File: config.mk
export PLATFORM = sky130hd
export DESIGN_NAME = datamem_dump
export DESIGN_NICKNAME = d
export VERILOG_FILES = /design/src/rtl/mips_pkg.sv /design/src/rtl/datamem_dump.sv
export SDC_FILE = /design/constraint.sdc
export NUM_CORES = 1
export LEC_CHECK = 0
export ABC_AREA = 1
export CAP_MARGIN = 20
export CORE_UTILIZATION = 46
export CTS_BUF_LIST = sky130_fd_sc_hd__clkbuf_4
export CTS_CLUSTER_SIZE = 30
export DETAILED_ROUTE_END_ITERATION = 10
export HOLD_SLACK_MARGIN = 0.08
export PLACE_DENSITY = 0.92
export SETUP_SLACK_MARGIN = 0.3
export SYNTH_ARGS = -nofsm -noshare
export SYNTH_HDL_FRONTEND = slang
export SYNTH_SLANG_ARGS = --single-unit
export TNS_END_PERCENT = 10
File: constraint.sdc
create_clock -name clk -period 1.5 [get_ports clk]
set_input_delay 0.3 -clock clk [delete_from_list [all_inputs] [get_ports clk]]
set_output_delay 0.3 -clock clk [all_outputs]
set_load 0.005 [all_outputs]
File: src/rtl/mips_pkg.sv
// Shared definitions for the post-run data-memory dump engine:
// default widths and the dump FSM state encoding.
package mips_pkg;

  localparam int DEF_DATA_W = 32;
  localparam int DEF_ADDR_W = 5;

  typedef enum logic [2:0] {
    ST_IDLE = 3'd0,
    ST_RD   = 3'd1,
    ST_CAP  = 3'd2,
    ST_HOLD = 3'd3,
    ST_DONE = 3'd4
  } dump_state_t;

endpackage

File: src/rtl/datamem_dump.sv
// Post-run data-memory dump engine. When the core raises fin, walks the
// inclusive range [start_addr, end_addr] through a synchronous read port and
// presents each word with its address on a valid/ready stream.
module datamem_dump
  import mips_pkg::*;
#(
  parameter int DATA_W = DEF_DATA_W,
  parameter int ADDR_W = DEF_ADDR_W
) (
  input  logic              clk,
  input  logic              pcclr,
  input  logic              fin,
  input  logic [ADDR_W-1:0] start_addr,
  input  logic [ADDR_W-1:0] end_addr,
  output logic              mem_rd_en,
  output logic [ADDR_W-1:0] mem_addr,
  input  logic [DATA_W-1:0] mem_rdata,
  output logic              out_valid,
  input  logic              out_ready,
  output logic [ADDR_W-1:0] out_addr,
  output logic [DATA_W-1:0] out_data,
  output logic [ADDR_W:0]   words_sent,
  output logic              range_err,
  output logic              done
);

  dump_state_t       state, state_nxt;
  logic              fin_d;
  logic              trig;
  logic              hs;
  logic              at_last;
  logic [ADDR_W-1:0] cur;
  logic [ADDR_W-1:0] last;

  // Rising edge of fin; only acted on in IDLE, so edges mid-dump are ignored.
  assign trig    = fin & ~fin_d;
  // out_valid is only ever high in HOLD, so out_ready is ignored elsewhere.
  assign hs      = (state == ST_HOLD) && out_valid && out_ready;
  // Compare before incrementing so the top address terminates without wrap.
  assign at_last = (cur == last);

  // FSM state register.
  always_ff @(posedge clk) begin
    if (!pcclr) state <= ST_IDLE;
    else        state <= state_nxt;
  end

  // Next-state logic and state-decoded outputs (read strobe, read address, done).
  always_comb begin
    state_nxt = state;
    mem_rd_en = 1'b0;
    mem_addr  = '0;
    done      = 1'b0;
    case (state)
      ST_IDLE: begin
        if (trig) begin
          if (start_addr > end_addr) state_nxt = ST_DONE;
          else                       state_nxt = ST_RD;
        end
      end
      ST_RD: begin
        mem_rd_en = 1'b1;
        mem_addr  = cur;
        state_nxt = ST_CAP;
      end
      ST_CAP: begin
        state_nxt = ST_HOLD;
      end
      ST_HOLD: begin
        if (hs) begin
          if (at_last) state_nxt = ST_DONE;
          else         state_nxt = ST_RD;
        end
      end
      ST_DONE: begin
        done = 1'b1;
        if (!fin) state_nxt = ST_IDLE;
      end
      default: state_nxt = ST_IDLE;
    endcase
  end

  // Delayed fin for edge detection.
  always_ff @(posedge clk) begin
    if (!pcclr) fin_d <= 1'b0;
    else        fin_d <= fin;
  end

  // Range latch, address walker, status counters and the presented word.
  always_ff @(posedge clk) begin
    if (!pcclr) begin
      cur        <= '0;
      last       <= '0;
      out_valid  <= 1'b0;
      out_addr   <= '0;
      out_data   <= '0;
      words_sent <= '0;
      range_err  <= 1'b0;
    end else begin
      if ((state == ST_IDLE) && trig) begin
        cur        <= start_addr;
        last       <= end_addr;
        words_sent <= '0;
        range_err  <= (start_addr > end_addr);
      end
      // Read data returns one cycle after the RD strobe, i.e. during CAP.
      if (state == ST_CAP) begin
        out_data  <= mem_rdata;
        out_addr  <= cur;
        out_valid <= 1'b1;
      end
      if (hs) begin
        out_valid  <= 1'b0;
        words_sent <= words_sent + (ADDR_W+1)'(1);
        if (!at_last) cur <= cur + ADDR_W'(1);
      end
    end
  end

endmodule

# ---- After elaboration in Yosys (flattened, before gate mapping)
# Cells that the tools add are included.
dict set report classes {
  n_addsub 2
  n_mul 0
  bitwise 3
  n_div 0
  eq_ne 8
  mux 14
  n_reduce_logical 7
  n_shift 0
  order_cmp 1
}
# op count
set op_table {}
lappend op_table {{two-way mux 5 bit} 4}
lappend op_table {{two-way mux 3 bit} 5}
lappend op_table {{one-hot mux 3 bit (5 select lines)} 1}
lappend op_table {{two-way mux 6 bit} 2}
lappend op_table {{adder 6 x 1 -> 6 bit (second input constant)} 1}
lappend op_table {{== test 3 x 2 -> 1 bit (second input constant)} 2}
lappend op_table {{inequality test 2 bit (second input constant)} 3}
lappend op_table {{adder 5 x 1 -> 5 bit (second input constant)} 1}
lappend op_table {{== test 5 bit} 1}
lappend op_table {{greater-than comparator 5 bit} 1}
lappend op_table {{== test 3 x 1 -> 1 bit (second input constant)} 1}
lappend op_table {{== test 3 bit (second input constant)} 1}
lappend op_table {{logical AND 1 bit} 3}
lappend op_table {{logical NOT 3 bit} 1}
lappend op_table {{AND reduction 3 bit} 1}
lappend op_table {{two-way mux 1 bit} 2}
lappend op_table {{NOT 1 bit} 2}
lappend op_table {{nonzero test 2 bit} 1}
lappend op_table {{OR reduction 2 bit} 1}
lappend op_table {{bitwise AND 1 bit} 1}
dict set report word_totals {
  reg_bits 59
  mem_bits_ro 0
  ram_bits 0
  wordCells 44
  out_inout_bits 52
  n_memories 0
  latch_bits 0
  input_bits 46
}

# ---- Longest topological paths before layout
dict set report logic_depth {
  depth_word 6
  depth_mapped 11
  depth_no_buf 11
}

# ---- Worst setup path before layout
# OpenSTA, ideal clock, no wires.
dict set report synth_timing {
  path_kind {input to register}
  from {in end_addr[4]}
  to {reg state[0]}
  setup_slack_ns 0.196
  arrival_time_ns 1.179
  required_ns 1.374
  n_path_buf 0
  cell_stages 11
  setup_time_ns 0.126
  cell_sequence {inv_1 > ha_1 > nand2_1 > nor2_1 > nand2_1 > nand3_1 > nand2_1 > nand2_1 > nand3_1 > nand2_1 > a21oi_1}
}
dict set report synth_between {
  elab_chain_len 4
}
# element line_no
set synth_lines {}
lappend synth_lines {{start, declared} datamem_dump.sv:14} ;# input logic [ADDR_W-1:0] end_addr,
lappend synth_lines {{greater-than comparator 5 bit} datamem_dump.sv:57} ;# if (start_addr > end_addr) state_nxt = ST_DONE;
lappend synth_lines {{two-way mux 3 bit} datamem_dump.sv:57}
lappend synth_lines {{two-way mux 3 bit} datamem_dump.sv:56} ;# if (trig) begin
lappend synth_lines {{one-hot mux 3 bit (5 select lines)} datamem_dump.sv:54} ;# case (state)
lappend synth_lines {{end signal, assigned} datamem_dump.sv:45} ;# else state <= state_nxt;
lappend synth_lines {{end, declared} datamem_dump.sv:27} ;# dump_state_t state, state_nxt;
# Every way passes these cells. The select of a mux whose other input is x is not followed.
# A chain may end at the register's enable or synchronous reset.

# ---- Worst setup path after layout
dict set report layout_timing {
  from {reg state[2]}
  to {out mem_addr[2]}
}
dict set report layout_between {
  elab_chain_len 2
}
# element line_no
set layout_lines {}
lappend layout_lines {{== test 3 x 1 -> 1 bit} datamem_dump.sv:54}
lappend layout_lines {{two-way mux 5 bit} datamem_dump.sv:54}
lappend layout_lines {{end, declared} datamem_dump.sv:16} ;# output logic [ADDR_W-1:0] mem_addr,
# Every way passes these cells.

==> run_results.csv <==
group,metric,value,unit
worst_setup_path,critPathCaptureType,"primary output",
yosys,ys_ff_latch,59,
clocking,cts_made_buffers,9,
detailed_routing,via_per_inst,5.031,
yosys,synth-simple-area-share,14.40,%
detailed_routing,drc,0,
cells_and_area,most-common-layout-cells,"inv_1, buf_2, dfxtp_2",
timing,max_freq,583.2,MHz
yosys,ys_top_cells_by_area,"dfxtp_1, a21oi_1, o21ai_0, inv_1, nand2_1",
worst_setup_path,slowest_delay,380,ps
timing,setup_slack,-214.7,ps
worst_setup_path,path_max_fanout,5,
grt,grt_max_degree,53,
floorplan,ios,98,
cells_and_area,layout.cells.non_filler,553,
grt,grt_use_total,27.17,%
floorplan,initial_core_util,47.51,%
cells_and_area,diodes,0,
detailed_routing,routedWlPerCell,14.95,microns
yosys,synth_cells,347,
cells_and_area,final_common_cell,"inv_1",
worst_setup_path,worst_ep_required_time,1200,ps
timing,slew_headroom,75.19,%
grt,antenna_found_initial,0,
yosys,syn-cell-area,2616,sq um
run,cap_violations,0,
cells_and_area,drive_gt1_share,44.07,%
yosys,synth_fa_ha_area_share,3.348,%
detailed_routing,drt_iter0_drc,100,
clocking,cts_tree,"built",
floorplan,die_x,77.42,microns
placement,place_congestion,0.8940,
power_and_ir_drop,p_per_area,1655,nW/um^2
grt,grt_overflow,0,
timing,fin_crit,1715,ps
cells_and_area,nFillCells,367,
yosys,synth_fp_nets,400,
yosys,synth_compound_gate_area_share,23.05,%
clocking,clkTransAtPathRegs,100,ps
placement,port_buffers,97,
cells_and_area,syn_to_final_growth,59.64,%
worst_setup_path,crit_slowest_cell,"dfxtp_4",
clocking,clock_latency,410,ps
timing,maxSlewViolCount,0,
worst_hold_path,hp-class,"input port to flop",
placement,dp_cells,526,
power_and_ir_drop,fin_total_pwr,6914,uW
worst_setup_path,crit_arrival,1410,ps
detailed_routing,dr.pass1.iters,4,
status,status,"finished, violations left",
placement,dpl_worst_slack,-542.6,ps
yosys,yosys.area.top_type,"dfxtp_1",
timing,finalCritPeriodShare,114.3,%
floorplan,fp.dieH,77.42,microns
worst_setup_path,cp_cell_sequence,"nor3_4, inv_2, buf_6, nor2_4, buf_2",
status,violations,"negative setup slack",
clocking,root_buffer,"clkbuf_4",
detailed_routing,routed_wl,8266,microns
yosys,yosys_warnings,0,
timing,rsz0062_at_grt,"yes",
cells_and_area,num-nets-final,529,
floorplan,die-area,5993,sq um
timing,tns,-1157,ps
yosys,synth_top_family_by_area,"compound AO/OA/AOI/OAI gates",
yosys,synth_xor_area_share,1.339,%
power_and_ir_drop,p_leak,0.001871,uW
timing,finalSetupViolCount,11,
clocking,clock_sinks,59,
timing,worst_pin_slew,371.7,ps
yosys,ys_types,30,
placement,dpl.hpwl,5390,microns
yosys,synth_top_area_share,45.15,%
timing,hold_violations,0,
worst_setup_path,start_kind,"flop",
cells_and_area,fin_util,75.85,%
yosys,yosysSeqAreaShare,45.15,%
clocking,h-tree-depth,3,
power_and_ir_drop,ir_drop,0.8843,mV
yosys,synthMuxAreaShare,0,%
timing,final.setup_skew,21.95,ps
grt,grt_pass1_vias,2781,
yosys,syn_avg_cell_area,7.540,sq um
detailed_routing,vias,2782,
grt,grt_pass1_wl,12590,microns
clocking,cts_hold_buf,0,
floorplan,coreArea,5507,sq um
detailed_routing,ant_nets,0,
clocking,cts_max_path_buffers,2,
worst_setup_path,crit_type,"flop to primary output",
floorplan,rows,27,
==> sequential cells by signal (all words and copies together), names as in the netlist <==
signal,cells
state,3
cur,5
fin_d,1
last,5
range_err,1
out_valid,1
out_addr,5
words_sent,6
out_data,32
==> synthesized netlist by cell type <==
master    number
a21oi_2        1
a21oi_1       52
buf_6          1
a31oi_1        1
clkbuf_1       8
nor2_8         1
nand3b_1       1
nor2_1        20
nor2_4         1
nand2_4        2
inv_1         62
a211oi_1       1
dfxtp_1       59
o211ai_1       1
xnor2_1        1
o21ai_0       48
xor2_1         3
buf_1          1
nand3_4        1
inv_2          8
nand3_1        8
o21ai_1        6
nand3_2        2
nand2_1       39
buf_2          5
nand4_1        1
nor3_1         2
o21ai_2        2
a211oi_2       2
ha_1           7
==> metrics by stage <==
| stage | hold WS, ps | instance area [sq um] |
|---|---|---|
| after floorplan | 393.5 | 2696 |
| after global placement | 428.5 | 3905 |
| after detailed placement | 434.8 | 3905 |
| after CTS | 322.6 | 4040 |
| after global routing | 324.5 | 4177 |
| final | 324.4 | 4177 |
==> worst max-delay path: cells and delay by family (launching register included) <==
kind	cells	cell delay, ps
simple gates	2	270
flops	1	380
buf+inv	3	370
==> what timing repair did <==
action | in CTS | in global routing
resized for setup | 287 | 55
pin swaps | 12 | 20
buffers inserted | 11 | 0
setup endpoints to repair | 110 | 67
==> cell families (layout without fill, tap and decap cells) <==
logic type,after synthesis,after routing
compound gates,114,114
simple gates,78,78
fa+ha+maj,7,7
buf+inv,85,219
flops,59,59
xor+xnor,4,4
==> where the power goes <==
group / leakage [uW] / switching (uW) / internal (uW)
Sequential: 0.000504 / 298 / 2190
Clock: 0.0000815 / 600 / 682
Combinational: 0.00129 / 1730 / 1410
Total: 0.00187 / 2630 / 4290
==> layer usage <==
metal | track usage (%) | share of wire (%) | up-vias
met5 | 0 | 0 | -
met4 | 13.21 | 2.7 | 0
met3 | 6.353 | 6.4 | 26
met2 | 47.52 | 51 | 115
met1 | 30.95 | 39 | 1268
li1 | - | - | 1373
==> final timing paths <==
kind	from	endpoint	slack (ps)	cells past startpoint
worst max-delay path	state[2]	mem_addr[2]	-210	5
worst min-delay path	end_addr[4]	last[4]	320	3
worst max register to register	state[2]	cur[0]	-40	10
worst min register to register	out_data[8]	out_data[8]	440	2
==> final cells by class <==
cell class | count | area (sq um) | area share (%)
Multi-Input combinational cell | 203 | 1326 | 31.76
Inverter | 70 | 292.8 | 7.010
Tap cell | 72 | 90.09 | 2.157
Clock inverter | 6 | 80.08 | 1.917
Timing Repair Buffer | 133 | 1065 | 25.49
Clock buffer | 10 | 75.07 | 1.797
Sequential cell | 59 | 1247 | 29.87
No activity file was read; power rests on OpenSTA's default activity.
